--- config.mk ---
export PLATFORM = sky130hd
export DESIGN_NAME = fifo_drain
export DESIGN_NICKNAME = d
export VERILOG_FILES = /design/src/rtl/fifo_drain_pkg.sv /design/src/rtl/drain_skid_buf.sv /design/src/rtl/fifo_drain.sv
export SDC_FILE = /design/constraint.sdc
export NUM_CORES = 1
export LEC_CHECK = 0
export ABC_CLOCK_PERIOD_IN_PS = 2510
export CORE_MARGIN = 2
export CORE_UTILIZATION = 25
export CTS_BUF_LIST = sky130_fd_sc_hd__clkbuf_8
export DETAILED_ROUTE_END_ITERATION = 10
export GPL_TIMING_DRIVEN = 0
export SYNTH_ARGS = -nofsm -noshare
export SYNTH_HDL_FRONTEND = slang
export SYNTH_SLANG_ARGS = --single-unit
--- constraint.sdc ---
create_clock -name clk -period 2.51 [get_ports clk]
set_input_delay 0.502 -clock clk [delete_from_list [all_inputs] [get_ports clk]]
set_output_delay 0.502 -clock clk [all_outputs]
set_load 0.01 [all_outputs]
--- src/rtl/fifo_drain_pkg.sv ---
// Shared types and default widths for the fifo_drain consumer stage.
// Optional frame checksum is enabled by defining FIFO_DRAIN_CSUM_EN.
package fifo_drain_pkg;

  localparam int FIFO_DRAIN_BUSW = 32;

  typedef enum logic [1:0] {
    OCC_EMPTY = 2'd0,
    OCC_ONE   = 2'd1,
    OCC_TWO   = 2'd2
  } occ_e;

  typedef struct packed {
    logic [FIFO_DRAIN_BUSW-1:0] data;
    logic                       last;
  } drain_entry_t;

endpackage

--- src/rtl/drain_skid_buf.sv ---
// Two-entry skid buffer holding {data, last} words; entry 0 is always the head.
// Occupancy is the FSM state and is exported on occ_dbg.
module drain_skid_buf
  import fifo_drain_pkg::*;
#(
  parameter int W = FIFO_DRAIN_BUSW
) (
  input  logic         clk,
  input  logic         rst,
  input  logic         push,
  input  logic [W-1:0] push_data,
  input  logic         push_last,
  output logic         full,
  output logic         valid,
  input  logic         ready,
  output logic [W-1:0] data,
  output logic         last,
  output logic [1:0]   occ_dbg
);

  // Stream handshake: a word transfers on each rising edge where valid && ready;
  // valid never depends on ready, and data/last hold while valid is high and ready low.
  occ_e         state_q;
  occ_e         state_d;
  logic         pop;
  logic [W-1:0] data_q [2];
  logic         last_q [2];

  assign pop = valid && ready;

  always_ff @(posedge clk or negedge rst) begin
    if (!rst) state_q <= OCC_EMPTY;
    else      state_q <= state_d;
  end

  always_comb begin
    state_d = state_q;
    case (state_q)
      OCC_EMPTY: if (push) state_d = OCC_ONE;
      OCC_ONE: begin
        if (push && !pop)      state_d = OCC_TWO;
        else if (!push && pop) state_d = OCC_EMPTY;
      end
      OCC_TWO: if (pop && !push) state_d = OCC_ONE;
      default: state_d = OCC_EMPTY;
    endcase
  end

  always_comb begin
    full    = (state_q == OCC_TWO);
    valid   = (state_q != OCC_EMPTY);
    data    = valid ? data_q[0] : '0;
    last    = valid && last_q[0];
    occ_dbg = state_q;
  end

  // Pops shift entry 1 into the head slot; pushes fill the first free slot.
  always_ff @(posedge clk or negedge rst) begin
    if (!rst) begin
      data_q[0] <= '0;
      data_q[1] <= '0;
      last_q[0] <= 1'b0;
      last_q[1] <= 1'b0;
    end else begin
      case (state_q)
        OCC_EMPTY: begin
          if (push) begin
            data_q[0] <= push_data;
            last_q[0] <= push_last;
          end
        end
        OCC_ONE: begin
          if (push && pop) begin
            data_q[0] <= push_data;
            last_q[0] <= push_last;
          end else if (push) begin
            data_q[1] <= push_data;
            last_q[1] <= push_last;
          end
        end
        OCC_TWO: begin
          if (pop) begin
            data_q[0] <= data_q[1];
            last_q[0] <= last_q[1];
            if (push) begin
              data_q[1] <= push_data;
              last_q[1] <= push_last;
            end
          end
        end
        default: ;
      endcase
    end
  end

endmodule

--- src/rtl/fifo_drain.sv ---
// Drains a show-ahead FIFO into a valid/ready stream with frame tagging and a word counter.
// Define FIFO_DRAIN_CSUM_EN to add the per-frame XOR checksum on csum/csum_valid.
module fifo_drain
  import fifo_drain_pkg::*;
#(
  parameter int BUSW      = FIFO_DRAIN_BUSW,
  parameter int FRAME_LEN = 8
) (
  input  logic            clk,
  input  logic            rst,
  input  logic            enable,
  input  logic            fifo_empty,
  input  logic [BUSW-1:0] fifo_dataout,
  output logic            fifo_pull,
  output logic            out_valid,
  input  logic            out_ready,
  output logic [BUSW-1:0] out_data,
  output logic            out_last,
  output logic [31:0]     word_cnt,
  output logic [BUSW-1:0] csum,
  output logic            csum_valid,
  output logic [1:0]      dbg_occ
);

  localparam logic [15:0] LAST_IDX = 16'(FRAME_LEN - 1);

  logic        full;
  logic        accept;
  logic        push_last;
  logic [15:0] fidx_q;
  logic [31:0] word_cnt_q;

  // Pull depends only on registered occupancy and FIFO flags, never on out_ready.
  assign fifo_pull = rst && enable && !fifo_empty && !full;
  assign accept    = out_valid && out_ready;
  assign push_last = (fidx_q == LAST_IDX);
  assign word_cnt  = word_cnt_q;

  always_ff @(posedge clk or negedge rst) begin
    if (!rst)           fidx_q <= '0;
    else if (fifo_pull) fidx_q <= push_last ? 16'd0 : fidx_q + 16'd1;
  end

  always_ff @(posedge clk or negedge rst) begin
    if (!rst)        word_cnt_q <= '0;
    else if (accept) word_cnt_q <= word_cnt_q + 32'd1;
  end

  drain_skid_buf #(.W(BUSW)) u_buf (
    .clk       (clk),
    .rst       (rst),
    .push      (fifo_pull),
    .push_data (fifo_dataout),
    .push_last (push_last),
    .full      (full),
    .valid     (out_valid),
    .ready     (out_ready),
    .data      (out_data),
    .last      (out_last),
    .occ_dbg   (dbg_occ)
  );

`ifdef FIFO_DRAIN_CSUM_EN
  logic [BUSW-1:0] acc_q;
  logic [BUSW-1:0] csum_q;
  logic            csum_valid_q;

  // The closing word of a frame folds into csum directly and restarts the accumulator.
  always_ff @(posedge clk or negedge rst) begin
    if (!rst) begin
      acc_q        <= '0;
      csum_q       <= '0;
      csum_valid_q <= 1'b0;
    end else begin
      csum_valid_q <= accept && out_last;
      if (accept) begin
        if (out_last) begin
          csum_q <= acc_q ^ out_data;
          acc_q  <= '0;
        end else begin
          acc_q  <= acc_q ^ out_data;
        end
      end
    end
  end

  assign csum       = csum_q;
  assign csum_valid = csum_valid_q;
`else
  assign csum       = '0;
  assign csum_valid = 1'b0;
`endif

endmodule

==> results.yml, run 1 <==
place:
  preCtsSetupSlack_ps: -959.6
  dp.cells: 905
  hpwl_um: 9113
  io_buffers: 105
  gp_congestion: 0.7468
grt:
  antenna_found_initial: 0
  grt_pass1_vias: 3936
  grtUsageTotal_pct: 11.10
  grt_max_degree: 47
  grt-ovfl-total: 0
  grt_first_pass_wirelength_um: 20870
detailed_routing:
  wl_met1_um: 5888
  viasPerCell: 4.176
  drc_errors: 0
  postRouteWirelength_um: 13110
  wl_per_cell_um: 13.89
  met2_length_um: 6111
  postRouteAntennaNets: 0
  route.met3.wl_um: 998
  dr.pass1.iters: 4
  top_layer: "met4"
  drt_iter0_drc: 111
  vias: 3942
synth:
  synth_area_um2: 5804
  synth_enable_flop_cells: 0
  synth_flop_cell: "dfrtp_1"
  yosysUniqueCellTypes: 38
  yosysSeqAreaShare_pct: 50.01
  yosys_warnings: 0
  avgSynthCellArea_um2: 12.04
  postSynthCellCount: 482
  synth-seq-cells: 116
  synthArstFlopShare_pct: 100.0
pwr:
  swShare_pct: 30.54
  irDropWorstVdd_mv: 0.4452
  p_comb_share_pct: 34.0
  p_int_w: 0.004972
  leakage_nw: 3.623
  p_clk_share_pct: 27.1
  p_switching_w: 0.002186
  p_seq_share_pct: 38.9
  power_density_nw_per_um2: 902.0
die:
  die_y_um: 156.4
  die_x_um: 156.4
  rows: 55
  core_area_um2: 22710
  io_pins: 139
  initial_core_util_pct: 25.56
  die_area_um2: 24450
setup_path:
  worst_path_largest_cell_delay_ps: 410
  rr_endpoint: "u_buf.data_q[63]"
  r2r_start: "u_buf.occ_dbg[0]"
  path_cells: "inv_1, ha_1, buf_4, clkbuf_8, nor2b_1, dlygate4sd2_1"
  regToRegSetupSlack_ps: 150
  crit_type: "reg -> out"
  worstRegToRegCells: 9
  startpoint: "u_buf.occ_dbg[1]"
  cp_max_fo: 10
  crit_end: "out_data[25]"
  cp.required_ps: 2010
  critPathLaunchType: "register"
  critPathArrivalTime_ps: 1870
  end_kind: "primary output"
  crit_path_top_delay_cell: "dfrtp_1"
timing:
  tightest_slew_ps: 652.7
  final-hold-violation-count: 0
  max_slew_margin_pct: 56.34
  slew_violations: 0
  finalWorstSetupSlack_ps: 139.9
  timing.fmax_mhz: 421.9
  finalCritPeriodShare_pct: 94.43
  finalSetupViolCount: 0
  rsz0062_at_grt: "yes"
  fin_skew_ps: 11.37
  period_needed_ps: 2370
clock_network:
  ctsRootBufferMaster: "clkbuf_8"
  numCtsBuffers: 17
  cts.sinks: 116
  htree_levels: 4
  clk_pin_slew_ps: 70
  insertion_delay_ps: 440
  cts_buffer_depth: 2
  cts_tree: "done"
run:
  maxCapViolCount: 0
min_path:
  hp-class: "in -> async"
layout:
  stdcell_count: 944
  mostFrequentLayoutCell: "dfrtp_1"
  n_antenna_cell: 0
  drive_gt1_share_pct: 32.47
  layout_common_cells: "dfrtp_1 (115), mux2_2 (99), clkdlybuf4s50_1 (69)"
  nNetsFinal: 689
  area_delta_synth_final_pct: 36.71
outcome:
  outcome: "complete, no violations"
## what timing repair did
item,CTS,global route
setup endpoints to repair,97,79
buffers inserted,3,0
pin swaps,0,1
hold buffers,2,1
cloned,1,0
hold endpoints to repair,46,23
resized for setup,66,37
## power by group through the flow
| stage | clock [W] | combinational (W) | sequential, W |
|---|---|---|---|
| after floorplan | 0 | 0.00148 | 0.00276 |
| after global placement | 0 | 0.00247 | 0.00281 |
| after detailed placement | 0 | 0.00249 | 0.00283 |
| after CTS | 0.00202 | 0.00247 | 0.00279 |
| after global routing | 0.00209 | 0.00266 | 0.00288 |
| final | 0.00194 | 0.00243 | 0.00279 |
## cell type report
class,instances,area (um^2)
buffer,55,406.6
clock buffer,19,261.5
clock inverter,13,182.7
fill,2311,14770
inverter,13,48.80
multi-input combinational,330,2645
sequential,116,2904
tap,285,356.6
timing repair buffer,113,1130
## through the flow
stage | area, um^2 | setup TNS [ps] | utilization (%) | hold slack [ps] | power (W)
floorplan | 5924 | 0 | - | 206.4 | 0.004235
global placement | 7332 | -842560 | 32.29 | 455.8 | 0.005279
detailed placement | 7361 | -52110 | 32.41 | 461.7 | 0.005324
CTS | 7926 | -9.144 | 34.90 | -29.95 | 0.007273
global route | 7935 | -444.6 | 34.94 | 0.9505 | 0.007638
finish | 7935 | 0 | 34.94 | 11.01 | 0.007157
## metal layers
metal	vias up	global-route usage, %
met2	97	17.58
met4	0	3.277
met3	8	4.985
met1	1906	13.62
met5	-	0
li1	1931	-
## worst min-delay path by stage
stage | slack, ps | cells past startpoint | endpoint
after global placement | 460 | 1 | word_cnt[31]
final | 10 | 2 | u_buf.data_q[3]
after floorplan | 210 | 0 | fidx_q[0]
after CTS | -30 | 2 | fidx_q[1]
after detailed placement | 460 | 1 | word_cnt[31]
after global routing | 1 | 2 | u_buf.data_q[3]
## flip-flops by register name, summed over array words and instances (netlist names)
register       flops
fidx_q            16
u_buf.last_q       2
u_buf.data_q      64
word_cnt          32
u_buf.occ_dbg      2
## Yosys cell counts (2+ instances only)
cell / n / area share (%)
a22o_1: 2 / 0.30
and2_1: 2 / 0.22
and3_1: 2 / 0.22
and4_1: 5 / 0.75
buf_1: 3 / 0.19
buf_2: 5 / 0.43
buf_4: 33 / 4.3
clkbuf_1: 12 / 0.78
dfrtp_1: 116 / 50
ha_1: 6 / 1.3
inv_1: 13 / 0.84
mux2_2: 99 / 19
nand2_1: 20 / 1.3
nand3_1: 17 / 1.5
nand3_2: 2 / 0.34
nand4_1: 11 / 1.2
nor2_1: 7 / 0.45
nor2b_1: 34 / 3.7
nor3_1: 11 / 0.95
nor4_1: 12 / 1.3
nor4_2: 3 / 0.65
nor4bb_1: 2 / 0.34
o21ai_0: 6 / 0.52
xnor2_1: 22 / 3.3
xor2_1: 24 / 3.6
## logic make-up after synthesis
logic type / synth area share [%]
flip-flops: 50.01
AO/OA/AOI/OAI: 1.013
XOR/XNOR: 6.941
buffers and inverters: 6.963
multiplexers: 19.38
adder cells (fa/ha/maj): 1.293
AND/OR/NAND/NOR: 14.34
other: 0.06461
## critical path, delay by kind of cell, from the launching register on
kind | cells | cell delay (ps)
buf+inv | 4 | 790
flops | 1 | 410
fa+ha+maj | 1 | 190
simple gates | 1 | 50
(Power assumes the default switching activity.)
==> run 2: changes to the inputs <==
--- a/config.mk
+++ b/config.mk
@@ -6,6 +6,7 @@
 export NUM_CORES = 1
 export LEC_CHECK = 0
 export ABC_CLOCK_PERIOD_IN_PS = 2510
+export CAP_MARGIN = 25
 export CORE_MARGIN = 2
 export CORE_UTILIZATION = 25
 export CTS_BUF_LIST = sky130_fd_sc_hd__clkbuf_8
@@ -13,4 +14,5 @@
 export GPL_TIMING_DRIVEN = 0
 export SYNTH_ARGS = -nofsm -noshare
 export SYNTH_HDL_FRONTEND = slang
+export SYNTH_HIERARCHICAL = 1
 export SYNTH_SLANG_ARGS = --single-unit
==> results.yml, run 2 <==
synth:
  synth_area_um2: 5878
  yosysMostFrequentCell: "dfrtp_1"
  postSynthCellCount: 461
  synth_flop_cell: "dfrtp_1"
  synthArstFlopShare_pct: 100.0
  yosysUniqueCellTypes: 40
  avgSynthCellArea_um2: 12.75
  synth_top_area_share_pct: 49.38
  yosys_warnings: 6
  yosysSeqAreaShare_pct: 49.38
  synth_enable_flop_cells: 0
  yosysTopAreaCell: "dfrtp_1"
  synth_area_leaders: "dfrtp_1 (49%), mux2_2 (13%), mux2_4 (7.7%)"
  synth-seq-cells: 116
  yosys-top-cells-count: "dfrtp_1 (116), mux2_2 (69), and2_1 (34), buf_4 (33), mux2_4 (30)"
grt:
  grt_max_degree: 87
  grt_pass1_vias: 3934
  antenna_found_initial: 0
  grt_first_pass_wirelength_um: 21390
  grt-ovfl-total: 0
  grtUsageTotal_pct: 11.34
die:
  die_x_um: 157.3
  initial_core_util_pct: 25.27
  die_y_um: 157.3
  rows: 56
  die_area_um2: 24760
  core_area_um2: 23260
  io_pins: 139
timing:
  slew_violations: 0
  final.setup.tns_ps: 0
  tightest_slew_ps: 578.2
  period_needed_ps: 2400
  rsz0062_at_grt: "yes"
  timing.fmax_mhz: 416.7
  finalSetupViolCount: 0
  finalCritPeriodShare_pct: 95.61
  final-hold-violation-count: 0
  max_slew_margin_pct: 61.16
  fin_skew_ps: 13.51
detailed_routing:
  wl_per_cell_um: 13.90
  viasPerCell: 4.049
  postRouteAntennaNets: 0
  dr.pass1.iters: 4
  vias: 3919
  drc_errors: 0
  drt_iter0_drc: 129
  postRouteWirelength_um: 13460
clock_network:
  cts.sinks: 116
  cts_buffer_depth: 2
  clk_pin_slew_ps: 80
  ctsRootBufferMaster: "clkbuf_8"
  cts_tree: "done"
  insertion_delay_ps: 440
  htree_levels: 4
  numCtsBuffers: 17
pwr:
  p_int_w: 0.004579
  p_switching_w: 0.001886
  power_density_nw_per_um2: 793.1
  p_clk_share_pct: 27.5
  swShare_pct: 29.17
  p_comb_share_pct: 30.1
  leakage_nw: 3.848
  p_seq_share_pct: 42.4
  irDropWorstVdd_mv: 0.3355
place:
  io_buffers: 105
  gp_congestion: 0.6990
  hpwl_um: 8997
  dpl-instance-area_um2: 7478
min_path:
  hp-class: "in -> async"
run:
  maxCapViolCount: 0
layout:
  mostFrequentLayoutCell: "dfrtp_1"
  final_core_util_pct: 35.04
  n_antenna_cell: 0
  area_delta_synth_final_pct: 38.68
  fin_area_um2: 8152
  largest_reg_flops: 64
  layout_common_cells: "dfrtp_1 (115), clkdlybuf4s50_1 (70), mux2_2 (69)"
  drive_gt1_share_pct: 32.67
  top_register: "u_buf/data_q"
  nNetsFinal: 676
setup_path:
  crit_type: "reg -> reg"
  cp.required_ps: 2840
  critPathArrivalTime_ps: 2730
  critPathLaunchType: "register"
  end_kind: "register"
  cp_max_fo: 10
outcome:
  outcome: "complete, no violations"
-- run 2: cell types whose count changed after synthesis, moves of 4 or more --
| cell | previous run | this run |
|---|---|---|
| buf_6 | 1 | 5 |
| inv_1 | 13 | 3 |
| xor2_1 | 24 | 15 |
| mux2_4 | 0 | 30 |
| clkbuf_1 | 12 | 8 |
| nor2b_1 | 34 | 1 |
| mux2_2 | 99 | 69 |
| and3_1 | 2 | 6 |
| nand4_1 | 11 | 16 |
| nor4_1 | 12 | 4 |
| xnor2_1 | 22 | 29 |
| and2_1 | 2 | 34 |
-- run 2: power by group through the flow --
stage               Combinational [W]  Sequential [W]  Clock (W)
floorplan                     0.00117         0.00269          0
global placement              0.00193         0.00275          0
detailed placement            0.00196         0.00277          0
CTS                           0.00199         0.00274    0.00186
global route                  0.00213         0.00281    0.00194
finish                        0.00195         0.00274    0.00178
-- run 2: worst paths after layout --
| check | cells past startpoint | slack, ps | endpoint | startpoint |
|---|---|---|---|---|
| max reg2reg | 11 | 110 | u_buf/data_q[10] | u_buf/occ_dbg[1] |
| max | 11 | 110 | u_buf/data_q[10] | u_buf/occ_dbg[1] |
| min | 2 | 50 | u_buf/data_q[38] | rst |
| max in group asynchronous | 3 | 1730 | word_cnt[23] | rst |
| min reg2reg | 1 | 480 | word_cnt[31] | word_cnt[31] |
| min in group clk | 1 | 480 | word_cnt[31] | word_cnt[31] |
-- run 2: routing by layer --
layer | part of all wire [%] | up-vias | track usage (%)
met5 | 0 | - | 0
met4 | 0.96 | 0 | 3.377
met3 | 6.1 | 9 | 4.378
met2 | 48 | 100 | 18.15
met1 | 45 | 1913 | 14.16
li1 | - | 1897 | -
-- run 2: logic make-up (layout without fill, tap and decap cells) --
family          after synthesis  after routing  share of synthesized area, %
flops                       116            116                         49.38
fa+ha+maj                     3              3                        0.6386
buf+inv                      56            212                         7.237
simple gates                133            133                         13.81
xor+xnor                     44             44                         6.556
compound gates                7              7                         1.043
mux                         101            101                         21.26
other cells                   1             33                       0.06380
-- run 2: cell type report --
class | count | area, um^2
multi-input combinational | 321 | 2696
clock inverter | 12 | 130.1
sequential | 116 | 2904
timing repair buffer | 125 | 1267
buffer | 52 | 467.9
tap | 319 | 399.1
clock buffer | 20 | 275.3
inverter | 3 | 11.26
fill | 2368 | 15110
-- run 2: repair_timing --
item                                   4_1_cts  5_1_grt
setup buffers                               13        3
hold buffers                                 2        0
setup endpoints to repair                  126       53
gates cloned                                 1        0
resized for setup                           50       11
pin swaps                                    1        0
endpoints found under the hold margin       31        0
-- run 2: stage by stage --
step	power, W	setup WS [ps]	hold WS, ps	instances
after floorplan	0.003863	113.6	206.4	493
after CTS	0.006581	-9.902	51.95	965
after global routing	0.006878	-5.615	67.33	968
final	0.006465	110.2	53.17	968
after global placement	0.004688	-4577	456.4	917
after detailed placement	0.004735	-756.7	415.9	918
-- run 2: critical path: stages (launching register included) --
cell      delay (ps)
dfrtp_1          420
nor2b_1          150
buf_6            130
buf_12           140
nor4bb_4         240
buf_4            160
buf_12           100
and4bb_2         250
a31oi_4           50
buf_12           180
buf_6            140
mux2_1           300
